[config.mk]
export PLATFORM = sky130hd
export DESIGN_NAME = xfer_sched
export DESIGN_NICKNAME = d
export VERILOG_FILES = /design/src/rtl/xfer_sched.sv
export SDC_FILE = /design/constraint.sdc
export NUM_CORES = 1
export LEC_CHECK = 0
export CAP_MARGIN = 20
export CORE_ASPECT_RATIO = 0.7
export CORE_MARGIN = 2
export CORE_UTILIZATION = 52
export CTS_BUF_LIST = sky130_fd_sc_hd__clkbuf_8
export DETAILED_ROUTE_END_ITERATION = 8
export PLACE_DENSITY = 0.8
export SYNTH_ARGS = -nofsm -noshare
export SYNTH_HDL_FRONTEND = slang
export SYNTH_SLANG_ARGS = --single-unit
export TNS_END_PERCENT = 20
[constraint.sdc]
create_clock -name clk -period 2 [get_ports clk]
set_input_delay 0.2 -clock clk [delete_from_list [all_inputs] [get_ports clk]]
set_output_delay 0.2 -clock clk [all_outputs]
set_load 0.05 [all_outputs]
[src/rtl/xfer_sched.sv]
// Transfer controller moving bytes from the deserializer into the byte queue, with
// clock-enable ticks, queue back-pressure and an ack timeout. Define XFER_STATS_EN for counters.
module xfer_sched #(
    parameter int DES_DIV     = 10,
    parameter int Q_DIV       = 100,
    parameter int DEPTH       = 8,
    parameter int ACK_TIMEOUT = 64
) (
    input  logic       clk,
    input  logic       reset,
    output logic       des_tick_o,
    output logic       q_tick_o,
    input  logic [7:0] des_data_i,
    input  logic       des_ready_i,
    output logic       des_ack_o,
    input  logic [3:0] q_len_i,
    output logic [7:0] q_data_o,
    output logic       q_enqueue_o,
    output logic       stall_o,
    output logic       err_o
`ifdef XFER_STATS_EN
    ,
    output logic [15:0] xfer_cnt_o,
    output logic [15:0] stall_cnt_o
`endif
);

    localparam int DW = $clog2(DES_DIV + 1);
    localparam int QW = $clog2(Q_DIV + 1);
    localparam int TW = $clog2(ACK_TIMEOUT + 1);
    localparam logic [DW-1:0] DES_LAST = DW'(DES_DIV - 1);
    localparam logic [QW-1:0] Q_LAST   = QW'(Q_DIV - 1);
    localparam logic [TW-1:0] TO_LAST  = TW'(ACK_TIMEOUT - 1);
    localparam logic [3:0]    DEPTH_L  = 4'(DEPTH);

    typedef enum logic [1:0] {IDLE, STALL, ENQ, ACK} state_t;

    logic [DW-1:0] des_cnt_q, des_cnt_d;
    logic [QW-1:0] q_cnt_q, q_cnt_d;
    logic          des_tick_q, des_tick_d;
    logic          q_tick_q, q_tick_d;

    state_t        state_q, state_d;
    logic [7:0]    q_data_q, q_data_d;
    logic          ack_q, ack_d;
    logic          stall_q, stall_d;
    logic          err_q, err_d;
    logic [TW-1:0] to_q, to_d;
    logic          stall_evt;
    logic          space_ok;

    // Ticks are registered so each enable is high in the cycle its counter sits at DIV-1.
    always_comb begin
        des_cnt_d  = (des_cnt_q == DES_LAST) ? '0 : des_cnt_q + DW'(1);
        q_cnt_d    = (q_cnt_q == Q_LAST) ? '0 : q_cnt_q + QW'(1);
        des_tick_d = (des_cnt_d == DES_LAST);
        q_tick_d   = (q_cnt_d == Q_LAST);
    end

    always_ff @(posedge clk) begin
        if (reset) begin
            des_cnt_q  <= '0;
            q_cnt_q    <= '0;
            des_tick_q <= 1'b0;
            q_tick_q   <= 1'b0;
        end else begin
            des_cnt_q  <= des_cnt_d;
            q_cnt_q    <= q_cnt_d;
            des_tick_q <= des_tick_d;
            q_tick_q   <= q_tick_d;
        end
    end

    assign space_ok = (q_len_i < DEPTH_L);

    always_comb begin
        state_d   = state_q;
        q_data_d  = q_data_q;
        ack_d     = ack_q;
        stall_d   = stall_q;
        err_d     = err_q;
        to_d      = to_q;
        stall_evt = 1'b0;
        case (state_q)
            IDLE: begin
                if (des_ready_i) begin
                    if (space_ok) begin
                        q_data_d = des_data_i;
                        state_d  = ENQ;
                    end else begin
                        state_d   = STALL;
                        stall_d   = 1'b1;
                        stall_evt = 1'b1;
                    end
                end
            end
            STALL: begin
                if (!des_ready_i) begin
                    state_d = IDLE;
                    stall_d = 1'b0;
                end else if (space_ok) begin
                    q_data_d = des_data_i;
                    state_d  = ENQ;
                    stall_d  = 1'b0;
                end
            end
            // Only a tick seen while already in ENQ fires the strobe.
            ENQ: begin
                if (q_tick_q) begin
                    state_d = ACK;
                    ack_d   = 1'b1;
                    to_d    = '0;
                end
            end
            ACK: begin
                if (!des_ready_i) begin
                    state_d = IDLE;
                    ack_d   = 1'b0;
                end else if (to_q == TO_LAST) begin
                    state_d = IDLE;
                    ack_d   = 1'b0;
                    err_d   = 1'b1;
                end else begin
                    to_d = to_q + TW'(1);
                end
            end
            default: state_d = IDLE;
        endcase
    end

    always_ff @(posedge clk) begin
        if (reset) begin
            state_q  <= IDLE;
            q_data_q <= 8'h00;
            ack_q    <= 1'b0;
            stall_q  <= 1'b0;
            err_q    <= 1'b0;
            to_q     <= '0;
        end else begin
            state_q  <= state_d;
            q_data_q <= q_data_d;
            ack_q    <= ack_d;
            stall_q  <= stall_d;
            err_q    <= err_d;
            to_q     <= to_d;
        end
    end

    assign des_tick_o  = des_tick_q;
    assign q_tick_o    = q_tick_q;
    assign q_enqueue_o = (state_q == ENQ) & q_tick_q;
    assign q_data_o    = q_data_q;
    assign des_ack_o   = ack_q;
    assign stall_o     = stall_q;
    assign err_o       = err_q;

`ifdef XFER_STATS_EN
    logic [15:0] xfer_cnt_q, xfer_cnt_d;
    logic [15:0] stall_cnt_q, stall_cnt_d;

    always_comb begin
        xfer_cnt_d  = xfer_cnt_q;
        stall_cnt_d = stall_cnt_q;
        if (q_enqueue_o) xfer_cnt_d = xfer_cnt_q + 16'd1;
        if (stall_evt) stall_cnt_d = stall_cnt_q + 16'd1;
    end

    always_ff @(posedge clk) begin
        if (reset) begin
            xfer_cnt_q  <= '0;
            stall_cnt_q <= '0;
        end else begin
            xfer_cnt_q  <= xfer_cnt_d;
            stall_cnt_q <= stall_cnt_d;
        end
    end

    assign xfer_cnt_o  = xfer_cnt_q;
    assign stall_cnt_o = stall_cnt_q;
`else
    logic unused_stall_evt;
    assign unused_stall_evt = stall_evt;
`endif

endmodule

### After elaboration in Yosys (flattened, before gate mapping)

Index checks and enable logic that the tools add are counted.

| word-level totals | value |
|---|---|
| output and inout port bits | 14 |
| word-level logic and storage cells | 63 |
| flip-flop bits (word level) | 33 |

| operators by class | value |
|---|---|
| add/subtract/negate cells | 3 |
| mux-type cells | 23 |
| reductions and logical operators | 10 |
| $lt $le $gt $ge | 1 |
| bitwise gates (word level) | 1 |
| equal/unequal tests | 15 |

Operator list:

| kind | count |
|---|---|
| 2-to-1 mux 7 bit | 4 |
| adder 7 x 1 -> 7 bit, second input constant | 2 |
| == test 7 bit, second input constant | 2 |
| 2-to-1 mux 2 bit | 7 |
| one-hot mux 7 bit (2 select lines) | 1 |
| AND reduction 4 bit | 3 |
| inequality test 2 bit, second input constant | 5 |
| AND reduction 3 bit | 3 |
| == test 4 bit, second input constant | 2 |
| one-hot mux 2 bit (4 select lines) | 1 |
| == test 7 x 6 -> 1 bit, second input constant | 1 |
| 2-to-1 mux 1 bit | 7 |
| inequality test 3 bit, second input constant | 2 |
| adder 4 x 1 -> 4 bit, second input constant | 1 |
| == test 2 bit, second input constant | 2 |
| less-than comparator 4 bit, second input constant | 1 |
| 2-to-1 mux 4 bit | 1 |
| one-hot mux 1 bit (2 select lines) | 2 |
| nonzero test 2 bit | 2 |
| == test 2 x 1 -> 1 bit, second input constant | 1 |
| zero test 2 bit | 1 |
| OR reduction 2 bit | 1 |
| AND 1 bit | 1 |

### Logic depth before layout (Yosys ltp)

Gate-level depths: netlist (run 1).

| depth | value |
|---|---|
| depth after elaboration | 4 |
| mapped depth | 7 |

### Worst setup path before layout (run 1)

Ideal clock, no wire load.

| timing path | value |
|---|---|
| kind | register to register |
| start point | reg q_tick_q, in the netlist q_tick_o |
| end point | reg state_q[0] |
| arrival time | 1.788 ns |
| setup slack | 0.126 ns |
| setup time | 0.086 ns |
| cell stages (with the launch flop) | 7 |
| data required time | 1.914 ns |
| cells stage by stage | dfxtp_1 > nand2_1 > or2_2 > clkbuf_1 > inv_1 > a21oi_1 > a211oi_1 |

| on the way | value |
|---|---|
| cells in the longest elaborated chain, start to end | 2 |

RTL lines:

| element | line | text |
|---|---|---|
| start: declaration | 41 | `logic q_tick_q, q_tick_d;` |
| start signal: assignment | 70 | `q_tick_q <= q_tick_d;` |
| inequality test 2 bit (no source line) | n/a |  |
| AND reduction 4 bit (no source line) | n/a |  |
| end signal: assignment | 140 | `state_q <= state_d;` |
| end: declaration | 43 | `state_t state_q, state_d;` |

No other way between the ends.
A chain may end at the register's enable or synchronous reset.

### Final worst setup path (run 1)

| timing path | value |
|---|---|
| start point | reg state_q[1] |
| end point | out q_enqueue_o |

| on the way | value |
|---|---|
| cells in the longest elaborated chain, start to end | 2 |

RTL lines:

| element | line | text |
|---|---|---|
| == test 2 bit | 151 | `assign q_enqueue_o = (state_q == ENQ) & q_tick_q;` |
| AND 1 bit | 151 |  |
| end: declaration | 18 | `output logic q_enqueue_o,` |

No other way between the ends.

==> flow_summary.ini, run 1 <==
[power_and_ir_drop]
power_uw = 1330
peakVddDrop_mv = 0.560
switchingPower_uw = 342
leakagePower_uw = 0.000646
p_int_uw = 985
seqPwrFrac_pct = 53.4
p_clk_share_pct = 34.8
swShare_pct = 25.8
cellPowerDensity_nw_per_um2 = 739
p_comb_share_pct = 11.8

[critical_path]
worstSetupPathType = register to output port
worstPathCellList = nand2_1, or2_2, inv_1, buf_12
arrival_ns = 1.67
crit_family = flip-flops
cp_max_fo = 8
cp.buffers_inverters = 2
max_stage_delay_ns = 0.57
slowest_stage = dfxtp_1
critPathRequiredTime_ns = 1.80
critPathLaunch = state_q[1]
critPathLaunchType = register
end_kind = output port
r2r_start = state_q[1]

[floorplan]
rows = 15
core_sq_um = 2530
start_util_pct = 56.5
ios = 29
die_h_um = 47.9
dieArea_sq_um = 3200
die_w_um = 66.7

[yosys]
synth_cells = 154
synth.largest_area_cell = dfxtp_1
synth_nets = 172
async_flop_share_pct = 0
ys_seq_area_share_pct = 46.2
ys_warn_count = 0
synth_area_leaders = dfxtp_1 (46%), mux2i_1 (5.6%), nor2_1 (5.2%), ha_1 (2.6%), a211oi_1 (2.1%)
synth.distinct_cells = 44
synthTopCellsByCount = dfxtp_1 (33), nor2_1 (20), mux2i_1 (8), nand2_1 (8), inv_1 (7)
synth_edf_count = 0
synth.most_common_cell = dfxtp_1
synth_flop_cell = dfxtp_1
ys_ff_latch = 33
synth_top_area_share_pct = 46.2
syn_area_sq_um = 1430
avgSynthCellArea_sq_um = 9.29

[cells_and_area]
final_util_pct = 70.9
area_growth_pct = 25.5
final_layout_size_suffix_gt1_share_pct = 10.5
fin_cells = 215
final_nets = 198
num_antenna_cells = 0
num-fill-cells = 203

[sta]
finalHoldViolations = 0
relSlewSlack_pct = 64.5
final.setup.tns_ns = 0
maxSlewViolCount = 0
setup_violations = 0
tightest_slew_ns = 0.531
worst_slack_ns = 0.127
rsz0062_at_grt = no
fmax_mhz = 534
layout_worst_path_cycle_share_pct = 93.6
fin_crit_ns = 1.87
skew_ns = 0.00384

[cts]
cts_tree = built
clkSlewWorstSetupHoldPaths_ns = 0.06
insertion_delay_ns = 0.28
clkSinkCount = 33
cts_buffers = 5
cts_buffer_depth = 2
cts.htree.levels = 2
postCtsSetupBuffers = 0
cts.hold.buffers_added = 0
cts_resized = 0
cts_root_buffer = clkbuf_8

[outcome]
status = finished clean

[global_route]
grt_pass1_vias = 1198
overflow = 0
grt_pass1_wl_um = 5420
track_usage_pct = 24.1
grt_start_max_net_pins = 27
antenna_found_initial = 0

[routing]
wire_per_inst_um = 15.4
drt-pass1-iter-count = 4
vias_per_cell = 5.66
drtIter0Drc = 113
via_count = 1217
ant_nets = 0
drc = 0
routed_wl_um = 3310

[min_path]
min_path_type = register to register
hold_start = des_ack_o

[placed_design]
gp_congestion = 0.863
place_ws_ns = 0.0624
io_buffers = 25
dp_hpwl_um = 2410
placedCellCount = 207

[flow_run]
drv_cap = 0
## flip-flops by register name, summed over array words and instances, names as in the netlist
register    count
des_cnt_q       4
des_ack_o       1
err_o           1
q_data_o        8
des_tick_o      1
stall_o         1
state_q         2
q_cnt_q         7
q_tick_o        1
to_q            7
## cells by family (layout without fill, tap and decap cells)
group	after synthesis	after routing	synth area share, %
flops	33	33	46.2
compound gates	30	30	15.5
buf+inv	15	42	4.28
fa+ha+maj	3	3	2.62
simple gates	60	60	22.8
xor+xnor	5	5	3.06
mux	8	8	5.59
## stage by stage
stage          instance area (sq um)  hold WS [ns]
2_1_floorplan                   1430         0.347
3_3_place_gp                    1710         0.455
3_5_place_dp                    1710         0.485
4_1_cts                         1800         0.506
5_1_grt                         1800         0.518
6_report                        1800         0.497
## power by group through the flow
stage / sequential (uW) / clock (uW) / combinational [uW]
detailed placement: 722 / 0 / 154
global placement: 719 / 0 / 150
floorplan: 742 / 0 / 74.8
CTS: 708 / 474 / 157
finish: 709 / 462 / 157
global route: 712 / 503 / 169
## final cells by class
class	instances	area [sq um]	share of cell area [%]
multi-input cells	106	709	39.5
flip-flops and latches	33	661	36.8
repair buffers	27	275	15.3
clock buffers	5	68.8	3.83
well taps	34	42.5	2.37
inverters	7	26.3	1.46
clock inverters	3	13.8	0.766
## layout by cell type (no fill, tap or decap), types with 3 or more instances in the layout
master,instances
a21oi_1,4
clkdlybuf4s50_1,24
nand4_1,4
nand3_1,5
nor2_1,20
xor2_1,3
mux2i_1,8
a211oi_1,4
a31oi_1,4
nor4_1,3
ha_1,3
nand2_1,8
clkbuf_8,5
dfxtp_1,33
nor3_1,3
inv_1,8
o21ai_0,4
## worst register-to-register path: cells and delay by family (launching register included)
kind / cells / cell delay (ns)
simple gates: 2 / 0.63
flops: 1 / 0.57
compound gates: 2 / 0.45
## worst paths after layout
check / slack (ns) / cells after the start / endpoint
max: 0.13 / 4 / q_enqueue_o
min: 0.50 / 1 / des_ack_o
max reg2reg: 0.27 / 4 / to_q[5]
min reg2reg: 0.50 / 1 / des_ack_o
## routing by layer
layer / GRT usage [%] / routed length [um]
met1: 27.2 / 1390
met2: 41.2 / 1620
met3: 10.6 / 256
met4: 10.2 / 48
met5: 0 / 0
No activity file was read; power rests on OpenSTA's default activity.
==> run 2: changes to the inputs <==
Settings changed: CORE_MARGIN 2 to 5.
==> run 2 against run 1 <==
Compared with the run above:
- combinational power barely moved
- utilization fell by 0.23 points
- register-to-register slack improved by 0.09 ns
- first-iteration DRC count fell by 13%
- clock-buffer cell count did not move
- worst setup slack improved by 0.038 ns
- largest power group unchanged
==> flow_summary.ini, run 2 (synthesis gave the netlist of run 1 again) <==
[outcome]
status = finished clean

[global_route]
track_usage_pct = 18.5
antenna_found_initial = 0
grt_start_max_net_pins = 23
overflow = 0
grt_pass1_vias = 1211
grt_pass1_wl_um = 5350

[cells_and_area]
area_growth_pct = 26.0
final_util_pct = 70.7
num_antenna_cells = 0
final_cell_mix = dfxtp_1 (33), clkdlybuf4s50_1 (24), nor2_1 (20)
largest_register_ffs = 8
final_layout_size_suffix_gt1_share_pct = 11.0
final_nets = 199
final_common_cell = dfxtp_1
fin_cells = 216

[cts]
insertion_delay_ns = 0.28
cts_resized = 0
cts.htree.levels = 2
cts.hold.buffers_added = 0
clkSinkCount = 33
cts_root_buffer = clkbuf_8
cts_buffers = 5
cts_tree = built
clkSlewWorstSetupHoldPaths_ns = 0.06
cts_buffer_depth = 2
postCtsSetupBuffers = 0

[routing]
drtIter0Drc = 98
routed_wl_um = 3180
vias_per_cell = 5.62
via_count = 1213
ant_nets = 0
drt-pass1-iter-count = 4
drc = 0
wire_per_inst_um = 14.7

[sta]
rsz0062_at_grt = no
fin_crit_ns = 1.83
tightest_slew_ns = 0.546
whs_ns = 0.466
final.setup.tns_ns = 0
relSlewSlack_pct = 63.5
layout_worst_path_cycle_share_pct = 91.7
fmax_mhz = 545
finalHoldViolations = 0
setup_violations = 0
skew_ns = 0.00526
maxSlewViolCount = 0

[floorplan]
dieArea_sq_um = 3920
core_sq_um = 2550
start_util_pct = 56.1
die_h_um = 53.9
rows = 15
ios = 29
die_w_um = 72.7

[critical_path]
critPathRequiredTime_ns = 1.80
cp_max_fo = 8
end_kind = output port
r2r_cells = 4
critPathLaunch = state_q[1]
r2r_start = state_q[1]
reg2reg_slack_ns = 0.36
critPathLaunchType = register
r2r_end = to_q[5]
max_stage_delay_ns = 0.55
crit_path_end = q_enqueue_o
arrival_ns = 1.63
worstPathCellList = nand2_1, or2_2, inv_1, buf_12
worstSetupPathType = register to output port
slowest_stage = dfxtp_1

[placed_design]
placedCellCount = 208
gp_congestion = 0.835
io_buffers = 25
dp_hpwl_um = 2300

[power_and_ir_drop]
peakVddDrop_mv = 0.442
cellPowerDensity_nw_per_um2 = 737
leakagePower_uw = 0.000651

[min_path]
min_path_type = register to register

[flow_run]
drv_cap = 0
## run 2: changes by cell type in the layout (fill, tap and decap cells not counted), sizes merged
cell	before	now
buf	3	4
## run 2: metrics by stage
step | instance area (sq um) | total power (uW) | setup slack (ns)
after floorplan | 1430 | 817 | 0.126
after global placement | 1720 | 871 | 0.117
after detailed placement | 1720 | 878 | 0.105
after CTS | 1800 | 1340 | 0.160
after global routing | 1800 | 1390 | 0.0301
final | 1800 | 1330 | 0.165
## run 2: cell type report
type / count / area, sq um
Clock buffer: 5 / 68.8
Multi-Input combinational cell: 106 / 709
Timing Repair Buffer: 28 / 283
Inverter: 7 / 26.3
Clock inverter: 3 / 13.8
Sequential cell: 33 / 661
Fill cell: 211 / 748
Tap cell: 34 / 42.5
## run 2: critical path, delay by kind of cell (launching register included)
kind	cells	cell delay, ns
flops	1	0.55
simple gates	2	0.42
buf+inv	2	0.38
## run 2: worst min path at each step
stage | slack, ns | start | cells after the start | endpoint
2_1_floorplan | 0.35 | des_data_i[0] | 2 | q_data_o[0]
3_3_place_gp | 0.45 | des_ack_o | 1 | des_ack_o
3_5_place_dp | 0.46 | des_ack_o | 1 | des_ack_o
4_1_cts | 0.47 | des_ack_o | 1 | des_ack_o
5_1_grt | 0.50 | des_ack_o | 1 | des_ack_o
6_report | 0.47 | des_ack_o | 1 | des_ack_o
## run 2: power by group
part	switching (uW)	total [uW]	internal, uW
logic	89.3	160	70.6
clock network	229	464	235
registers	25.2	705	680
total	343	1330	986
## run 2: routing by layer
| layer | share of wire [%] | vias to the layer above | routed length [um] | track usage [%] |
|---|---|---|---|---|
| met2 | 45 | 43 | 1450 | 30.4 |
| met5 | 0 | - | 0 | 0 |
| met1 | 43 | 561 | 1380 | 19.6 |
| met4 | 1.9 | 0 | 59 | 10.7 |
| li1 | - | 602 | - | - |
| met3 | 9.3 | 7 | 296 | 8.96 |
==> run 3: changes to the inputs <==
Settings changed: PLACE_DENSITY 0.8 to unset, PLACE_DENSITY_LB_ADDON set to 0.15.
==> run 3 against run 2 <==
Compared with the run above:
- utilization rose by 2.0 points
- fmax fell by 2.1%
- flip-flop and latch count did not move
- critical path depth did not move
- clock skew rose by 0.0038 ns
- highest routed layer unchanged
- worst setup slack got worse by 0.039 ns
- clock power rose by 60%
- final cell count did not move
- global-route usage fell by 0.30 points
==> flow_summary.ini, run 3 (synthesis gave the netlist of run 1 again) <==
[sta]
fin_crit_ns = 1.87
fmax_mhz = 534
finalHoldViolations = 0
final.setup.tns_ns = 0
tightest_slew_ns = 0.533
skew_ns = 0.00908
rsz0062_at_grt = no
layout_worst_path_cycle_share_pct = 93.7
maxSlewViolCount = 0
setup_violations = 0
relSlewSlack_pct = 64.4

[flow_run]
drv_cap = 0

[placed_design]
place_area_sq_um = 1720
gp_congestion = 0.793
dp_hpwl_um = 2250
io_buffers = 25

[min_path]
min_path_type = register to register
min_path_cells = 1

[routing]
ant_nets = 0
vias_per_cell = 5.65
drc = 0
drtIter0Drc = 81
drt-pass1-iter-count = 4
via_count = 1220
wire_per_inst_um = 14.7
routed_wl_um = 3180

[floorplan]
start_util_pct = 56.1
ios = 29
die_h_um = 53.9
die_w_um = 72.7
core_sq_um = 2550
rows = 15
dieArea_sq_um = 3920

[cts]
clkSlewWorstSetupHoldPaths_ns = 0.07
cts.hold.buffers_added = 0
cts_root_buffer = clkbuf_8
cts_buffers = 5
insertion_delay_ns = 0.29
cts.htree.levels = 2
clkSinkCount = 33
postCtsSetupBuffers = 0
cts_resized = 0
cts_tree = built
cts_buffer_depth = 2

[global_route]
track_usage_pct = 18.2
grt_start_max_net_pins = 24
antenna_found_initial = 0
grt_pass1_wl_um = 5310
overflow = 0
grt_pass1_vias = 1186

[cells_and_area]
fin_area_sq_um = 1860
area_growth_pct = 29.6
num_antenna_cells = 0
largest_register_ffs = 8
final_common_cell = dfxtp_1
final_cell_mix = dfxtp_1 (33), clkdlybuf4s50_1 (24), nor2_1 (20)
final_nets = 199
final_layout_size_suffix_gt1_share_pct = 11.5
num-fill-cells = 195

[critical_path]
critPathRequiredTime_ns = 1.80
slowest_stage = dfxtp_1
end_kind = output port
cp_max_fo = 8
critPathLaunchType = register
worstSetupPathType = register to output port
max_stage_delay_ns = 0.57
r2r_cells = 4
arrival_ns = 1.67
worstPathCellList = nand2_1, or2_2, inv_1, buf_12

[power_and_ir_drop]
peakVddDrop_mv = 0.455
leakagePower_uw = 0.000670
power_uw = 1610
cellPowerDensity_nw_per_um2 = 866

[outcome]
status = finished clean
==> run 3: cell types whose count changed in the layout (fill, tap and decap cells not counted), sizes merged <==
cell    previous run  this run
inv                8         7
bufinv             0         2
clkinv             2         1
==> run 3: power breakdown <==
group	switching, uW	internal [uW]	total (uW)
registers	24.8	680	705
clock network	247	495	742
logic	89.3	70.7	160
total	361	1250	1610
==> run 3: final cells by class <==
class | count | area, sq um | share of cell area, %
multi-input combinational | 106 | 709 | 38.2
sequential | 33 | 661 | 35.6
timing repair buffer | 28 | 283 | 15.2
clock buffer | 5 | 68.8 | 3.71
clock inverter | 3 | 65.1 | 3.51
tap | 34 | 42.5 | 2.29
inverter | 7 | 26.3 | 1.42
==> run 3: worst max-delay path: cells and delay by family, from the launching register on <==
kind	cells	cell delay, ns
and+or+nand+nor	2	0.42
DFF	1	0.57
buffers and inverters	2	0.39
==> run 3: final timing paths <==
check	start	end	slack, ns
worst max register to register	state_q[1]	to_q[5]	0.32
worst max-delay path	state_q[1]	q_enqueue_o	0.13
worst min register to register	to_q[6]	to_q[6]	0.48
worst min-delay path	to_q[6]	to_q[6]	0.48
==> run 3: metal layers <==
layer  vias up  global-route usage [%]  wire length, um  part of all wire, %
li1        604                       -                -                    -
met1       565                    19.9             1380                   43
met2        44                    31.3             1450                   46
met3         7                    8.02              301                  9.5
met4         0                    7.36               44                  1.4
met5         -                       0                0                    0
==> run 3: stage by stage <==
step	util, %	worst slack, ns	hold WS, ns	std cells
floorplan	-	0.126	0.347	154
global route	72.7	0.0295	0.492	216
global placement	67.5	0.110	0.455	208
detailed placement	67.5	0.0859	0.469	208
CTS	72.7	0.139	0.479	216
finish	72.7	0.127	0.477	216
